==> src/rtl/led_ring_ctrl.sv <==
// led_ring_ctrl: two-button run/direction controller for the 2-bit LED ring.
// Buttons are synchronised and debounced, then their press events drive an
// IDLE/FWD/REV state machine. A divided step tick advances the LED code
// forward (decrement) or in reverse (increment). Everything runs on clk.
module led_ring_ctrl #(
  parameter int TICK_DIV  = 13500000,
  parameter int DB_CYCLES = 270000
) (
  input  logic       clk,
  input  logic       rst,
  input  logic       p1,
  input  logic       p2,
  output logic [1:0] Led,
  output logic       run,
  output logic       dir,
  output logic       tick
);

  localparam int TW = (TICK_DIV  > 2) ? $clog2(TICK_DIV)  : 1;
  localparam int DW = (DB_CYCLES > 2) ? $clog2(DB_CYCLES) : 1;
  localparam logic [TW-1:0] TICK_LAST = TW'(TICK_DIV - 1);
  localparam logic [DW-1:0] DB_LAST   = DW'(DB_CYCLES - 1);

  typedef enum logic [1:0] {IDLE, FWD, REV} state_t;

  // Bit 0 is button 1 (forward), bit 1 is button 2 (reverse).
  logic [1:0] pin;
  logic [1:0] s1_q, s1_d;
  logic [1:0] s2_q, s2_d;
  logic [1:0] db_q, db_d;
  logic [1:0] dbd_q, dbd_d;
  // sv_q marks which synchroniser stages hold a real pin sample rather than
  // the reset value; arm_q is set once a button has been seen released.
  // This keeps a button that is held through reset from firing on release
  // of reset: it must be let go and pressed again.
  logic [1:0] sv_q, sv_d;
  logic [1:0] arm_q, arm_d;
  logic [DW-1:0] dbc_q [2];
  logic [DW-1:0] dbc_d [2];
  logic [1:0] ev;

  state_t        state_q, state_d;
  logic [TW-1:0] cnt_q, cnt_d;
  logic [1:0]    led_q, led_d;
  logic          run_q, run_d;
  logic          dir_q, dir_d;

  assign pin = {p2, p1};

  // Synchronise, debounce and arm each button.
  always_comb begin
    s1_d  = pin;
    s2_d  = s1_q;
    dbd_d = db_q;
    db_d  = db_q;
    sv_d  = {sv_q[0], 1'b1};
    arm_d = arm_q | ({2{sv_q[1]}} & s2_q);
    for (int i = 0; i < 2; i++) begin
      dbc_d[i] = '0;
      if (s2_q[i] != db_q[i]) begin
        if (dbc_q[i] == DB_LAST) begin
          db_d[i] = s2_q[i];
        end else begin
          dbc_d[i] = dbc_q[i] + DW'(1);
        end
      end
    end
  end

  // One-cycle press event on the falling edge of the debounced level.
  assign ev = arm_q & dbd_q & ~db_q;

  // Next state from press events; simultaneous presses always pause.
  always_comb begin
    state_d = state_q;
    if (ev == 2'b11) begin
      state_d = IDLE;
    end else if (ev[0]) begin
      state_d = (state_q == FWD) ? IDLE : FWD;
    end else if (ev[1]) begin
      state_d = (state_q == REV) ? IDLE : REV;
    end
    run_d = (state_d != IDLE);
    dir_d = dir_q;
    if (state_d == FWD) begin
      dir_d = 1'b0;
    end else if (state_d == REV) begin
      dir_d = 1'b1;
    end
  end

  assign tick = run_q & (cnt_q == TICK_LAST);

  // Step counter and LED code; a state change clears the count and holds Led.
  always_comb begin
    cnt_d = cnt_q;
    led_d = led_q;
    if (state_d != state_q || state_q == IDLE) begin
      cnt_d = '0;
    end else begin
      cnt_d = (cnt_q == TICK_LAST) ? '0 : cnt_q + TW'(1);
      if (tick) begin
        led_d = (state_q == REV) ? led_q + 2'd1 : led_q - 2'd1;
      end
    end
  end

  // State registers with synchronous active-low reset.
  always_ff @(posedge clk) begin
    if (!rst) begin
      s1_q    <= 2'b11;
      s2_q    <= 2'b11;
      db_q    <= 2'b11;
      dbd_q   <= 2'b11;
      sv_q    <= 2'b00;
      arm_q   <= 2'b00;
      dbc_q[0] <= '0;
      dbc_q[1] <= '0;
      state_q <= IDLE;
      cnt_q   <= '0;
      led_q   <= 2'b11;
      run_q   <= 1'b0;
      dir_q   <= 1'b0;
    end else begin
      s1_q    <= s1_d;
      s2_q    <= s2_d;
      db_q    <= db_d;
      dbd_q   <= dbd_d;
      sv_q    <= sv_d;
      arm_q   <= arm_d;
      dbc_q[0] <= dbc_d[0];
      dbc_q[1] <= dbc_d[1];
      state_q <= state_d;
      cnt_q   <= cnt_d;
      led_q   <= led_d;
      run_q   <= run_d;
      dir_q   <= dir_d;
    end
  end

  assign Led = led_q;
  assign run = run_q;
  assign dir = dir_q;

endmodule

==> config.mk <==
export PLATFORM = sky130hd
export DESIGN_NAME = led_ring_ctrl
export DESIGN_NICKNAME = d
export VERILOG_FILES = /design/src/rtl/led_ring_ctrl.sv
export SDC_FILE = /design/constraint.sdc
export NUM_CORES = 1
export LEC_CHECK = 0
export ABC_AREA = 1
export BUFFER_PORTS_ARGS = -buffer_cell sky130_fd_sc_hd__buf_4
export CAP_MARGIN = 0
export CORE_UTILIZATION = 45
export CTS_CLUSTER_SIZE = 16
export DETAILED_ROUTE_END_ITERATION = 16
export HOLD_SLACK_MARGIN = 0.08
export PLACE_DENSITY = 0.62
export SLEW_MARGIN = 25
export SYNTH_ARGS = -nofsm -noshare
export SYNTH_HDL_FRONTEND = slang
export SYNTH_SLANG_ARGS = --single-unit
export TNS_END_PERCENT = 20
==> constraint.sdc <==
create_clock -name clk -period 4.5 [get_ports clk]
set_clock_uncertainty 0.15 [all_clocks]
set_input_delay 0.9 -clock clk [delete_from_list [all_inputs] [get_ports clk]]
set_output_delay 0.9 -clock clk [all_outputs]
set_load 0.01 [all_outputs]
## Yosys cells after proc, flatten, opt, wreduce, memory -nomap -nowiden

Memories as Yosys holds them, arrays and structs flattened.
Cells that the tools add are included.

| cells by class | value |
|---|---|
| muxes and demuxes | 15 |
| add/sub/neg operators | 5 |
| equality and inequality tests | 11 |
| bitwise gates (word level) | 10 |
| reduce and logical (&&, ||, !) cells | 8 |

Operators by type and width:

| operator | count |
|---|---|
| $mux 19 | 6 |
| $add 19x1->19 const B | 2 |
| $eq 19x19->1 const B | 2 |
| $add 24x1->24 const B | 1 |
| $eq 24x24->1 const B | 1 |
| $mux 2 | 5 |
| $and 2x2->2 | 3 |
| $eq 2x2->1 const B | 3 |
| $reduce_and 2->1 | 3 |
| $eq 2x1->1 const B | 2 |
| $mux 1 | 4 |
| $reduce_or 3->1 | 1 |
| $add 2x1->2 const B | 1 |
| $logic_not 2->1 | 1 |
| $ne 1x1->1 | 2 |
| $ne 2x2->1 | 1 |
| $not 1->1 | 2 |
| $not 2->2 | 1 |
| $or 1x1->1 | 2 |
| $or 2x2->2 | 1 |
| $reduce_bool 2->1 | 1 |
| $reduce_or 2->1 | 1 |
| $sub 2x1->2 const B | 1 |
| $and 1x1->1 | 1 |
| $logic_or 1x1->1 | 1 |

| word-level totals | value |
|---|---|
| output and inout bits | 5 |
| word-level logic and storage cells | 63 |
| register bits after elaboration | 42 |
| input port bits | 4 |
| bits in writable memories | 38 |
| memories kept | 1 |

Memory list:

| name | depth | width | rd ports | clocked after Yosys merged registers in | write ports | line | source |
|---|---|---|---|---|---|---|---|
| dbc_q | 2 | 19 | 2 | 0 | 2 | 38 | `logic [DW-1:0] dbc_q [2];` |

## Logic depth before layout (Yosys ltp)

| depth | value |
|---|---|
| word-level depth | 9 |
| mapped depth | 9 |
| gate-level depth less buffers | 9 |

## Least setup slack after synthesis

No wires, ideal clock.

| timing path | value |
|---|---|
| path type | register -> output |
| start point | register cnt_q[0] |
| end point | output tick |
| setup slack | 2.240 ns |
| arrival time | 1.210 ns |
| path buffers | 0 |
| data required time | 3.450 ns |
| cell stages (with the launch flop) | 6 |
| cells stage by stage | dfxtp_1 > ha_1 > nand2_2 > nor2_8 > nand3_1 > nor4_1 |

| between the ends | value |
|---|---|
| cells in the longest elaborated chain, start to end | 2 |

Ends and longest elaborated chain:

| item | line | source |
|---|---|---|
| start: declaration | 43 | `logic [TW-1:0] cnt_q, cnt_d;` |
| start signal: assignment | 134 | `cnt_q <= cnt_d;` |
| $eq 24x24->1 | 92 | `assign tick = run_q & (cnt_q == TICK_LAST);` |
| $and 1x1->1 | 92 |  |
| end: declaration | 16 | `output logic tick` |

Every way passes these cells.

## Worst setup path after layout

Ends and elaborated chain as after synthesis.

==> summary.txt <==
STA
  • Endpoints failing setup: 0
  • Unrepaired setup endpoints after global routing: false
  • Transition time of the tightest slew-check pin: 461 ps
  • Period minus WS final: 2750 ps
  • Final period utilization: 61.2%
  • Slew HR: 69.0%
  • Final max-slew violation count: 0
  • Fmax: 0.363 GHz
  • Fin Setup TNS: 0 ps
  • Worst setup margin: 1750 ps
  • Final hold vios: 0

Clock network
  • Number of post-CTS setup repair buffers: 0
  • Number of levels in the clock H-tree: 3
  • Count of hold-fix buffers inserted at cts: 0
  • Cell at the root of the clock tree: clkbuf_8
  • Clock insertion delay at the later pin of the skew report: 350 ps
  • Clock tree from TritonCTS: done
  • Worst-path clk slew: 80 ps
  • Clk sinks: 80
  • Maximum root-to-sink buffer count: 2
  • TritonCTS buffer count: 9
  • Count of instances resized after the clock tree is built: 0

Setup path
  • Critical R2R Capture: dbc_q[0][8]$_SDFF_PP0_
  • Source of the worst register-to-register timing path: dbc_q[0][0]$_SDFF_PP0_
  • Type of destination of the critical path: primary output
  • Highest fanout seen on the critical path: 8
  • Type of the worst setup path: flip-flop to primary output
  • Nature of the critical path startpoint: flip-flop
  • Register-to-register setup slack: 2620 ps
  • CP required: 3450 ps
  • Setup crit end: tick
  • Number of cells on the worst reg-to-reg path: 8
  • Crit path arrival time: 1700 ps
  • Worst Setup SP: cnt_q[0]$_SDFF_PP0_

Final layout
  • Layout cell share with drive strength beyond 1: 11.9%
  • Inserted Diodes: 0
  • Area taken by flip-flops and latches: 1600 um2
  • Area of combinational cells with multiple inputs: 2090 um2
  • Synth-to-Final Area Change: 8.63%
  • Total of fill cells in the finished design: 892
  • Final #Nets: 599

Yosys
  • Largest cells by area after synthesis: dfxtp_1, nand2_1, nor2_1
  • Per-instance average area after synthesis: 7.00 um2
  • Async set-reset flop share out of synthesis: 0%
  • Leading cell types by count after synthesis: nand2_1, nor2_1, dfxtp_1, inv_1, nand3_1
  • Unique masters post-synth: 35
  • Count leader, synth: nand2_1
  • Share of the synthesized area in the top cell type: 39.6%
  • Top cell type by total area after synthesis: dfxtp_1
  • Proportion of synthesized chip area in sequential cells: 39.6%
  • Dominant register cell in the synthesized netlist: dfxtp_1
  • EDFF count, synth: 0
  • Register bit count reported by yosys: 80
  • Synthesized instance count: 578
  • Count of synthesis-stage warnings from yosys: 0
  • Total standard cell area after synthesis: 4050 um2
  • Syn Nets: 585

Routing
  • Remaining routing DRC violations: 0
  • Via count normalized by instance count: 4.91
  • Routed vias: 3457
  • Routed wire per std cell: 11.3 um
  • Final Routed Wirelength: 7.98 mm
  • Detailed-routing iteration count for the pre-antenna-repair pass: 4
  • Count of antenna-violating nets left after detailed routing: 0
  • Violation count after the first detailed-route iteration: 120

Place
  • Setup slack after placement: 2110 ps
  • Final HPWL DP: 6.14 mm
  • RePlAce Congestion: 0.885
  • Buffers on Ports: 8

Run status
  • Run status: finished, final reports clean

Die
  • Core outline area: 8720 um2
  • Initial core utilization: 46.4%
  • Number of core rows: 34
  • Horizontal extent of the die: 96.8 um
  • Die area: 9380 um2
  • Number of top-level pins: 9
  • Die Height: 96.8 um

Global routing
  • Vias in the first global route: 3200
  • GRT Total Usage: 18.1%
  • Largest net degree at the start of global routing: 25
  • Overflow after GRT: 0
  • Initial antenna violation count: 0
  • Wire length of the first global-routing pass: 14.0 mm

Pwr
  • LEAKAGE: 1.41 nW
  • Worst ir drop on vdd: 0.000165 V
  • Pwr Density: 298 nW/um2

Flow run
  • Number of max-capacitance violations reported: 0

Worst hold path
  • Worst Hold Class: flip-flop to flip-flop
cells by family (layout without fill, tap and decap cells):
logic type / Yosys count / count (layout) / synth area share, %
simple gates: 348 / 348 / 40.6
buf+inv: 83 / 101 / 8.84
flops: 80 / 80 / 39.6
compound gates: 49 / 49 / 6.80
xor+xnor: 15 / 15 / 3.25
fa+ha+maj: 3 / 3 / 0.928
power by group:
part	total (mW)	leakage, nW	internal, mW	switching [mW]
Combinational	0.0129	0.654	0.00490	0.00802
Sequential	0.714	0.647	0.712	0.00259
Clock	0.581	0.108	0.324	0.257
metal layers:
layer | up-vias | track usage [%] | share of wire, %
li1 | 1875 | - | -
met1 | 1537 | 22.9 | 48
met2 | 34 | 30.4 | 47
met3 | 11 | 3.90 | 3.7
met4 | 0 | 6.20 | 1.5
met5 | - | 0 | 0
critical path, cell delays in order, from the launching register on:
cell and delay [ps]:
dfxtp_1 350, ha_1 190, nand2_2 130, nor2_8 170, nand3_1 90, nor4_1 250, buf_4 190
state kept, by name, summed over array words and instances, names as in the netlist:
register	count
dir	1
state_q	2
arm_q	2
sv_q	2
db_q	2
s2_q	2
cnt_q	24
s1_q	2
dbd_q	2
run	1
dbc_q	38
Led	2
stage by stage:
step	power (mW)	hold slack, ps	instances	area (um2)	utilization (%)
2_1_floorplan	0.741	240	578	4050	-
3_3_place_gp	0.744	245	689	4180	47.9
3_5_place_dp	0.744	250	689	4180	47.9
4_1_cts	1.33	272	704	4400	50.4
5_1_grt	1.36	284	704	4400	50.4
6_report	1.31	267	704	4400	50.4
worst min-delay path by stage:
stage / start / endpoint / slack [ps] / cells after the start
6_report: s1_q[0]$_SDFF_PN1_ / s2_q[0]$_SDFF_PN1_ / 270 / 1
5_1_grt: s1_q[0]$_SDFF_PN1_ / s2_q[0]$_SDFF_PN1_ / 280 / 1
4_1_cts: s1_q[0]$_SDFF_PN1_ / s2_q[0]$_SDFF_PN1_ / 270 / 1
3_5_place_dp: s1_q[0]$_SDFF_PN1_ / s2_q[0]$_SDFF_PN1_ / 250 / 1
3_3_place_gp: s1_q[0]$_SDFF_PN1_ / s2_q[0]$_SDFF_PN1_ / 240 / 1
2_1_floorplan: sv_q[0]$_DFF_P_ / sv_q[1]$_SDFF_PN0_ / 240 / 2
area by class of cell:
class                   count  share of cell area (%)
clock buffers              10                    3.13
clock inverters             5                    1.85
inverters                  78                    6.66
multi-input cells         415                    47.5
flip-flops and latches     80                    36.4
well taps                 108                    3.07
repair buffers              8                    1.37
cell usage in the layout (no fill, tap or decap), drive strengths merged, types with 10 or more instances in the layout:
cell type    n
inv         77
clkbuf      10
nor2       100
o21ai       10
a21oi       39
nor3        25
nand3       44
nand2      144
xor2        12
nand4       21
dfxtp       80
No activity file was read; power rests on OpenSTA's default activity.
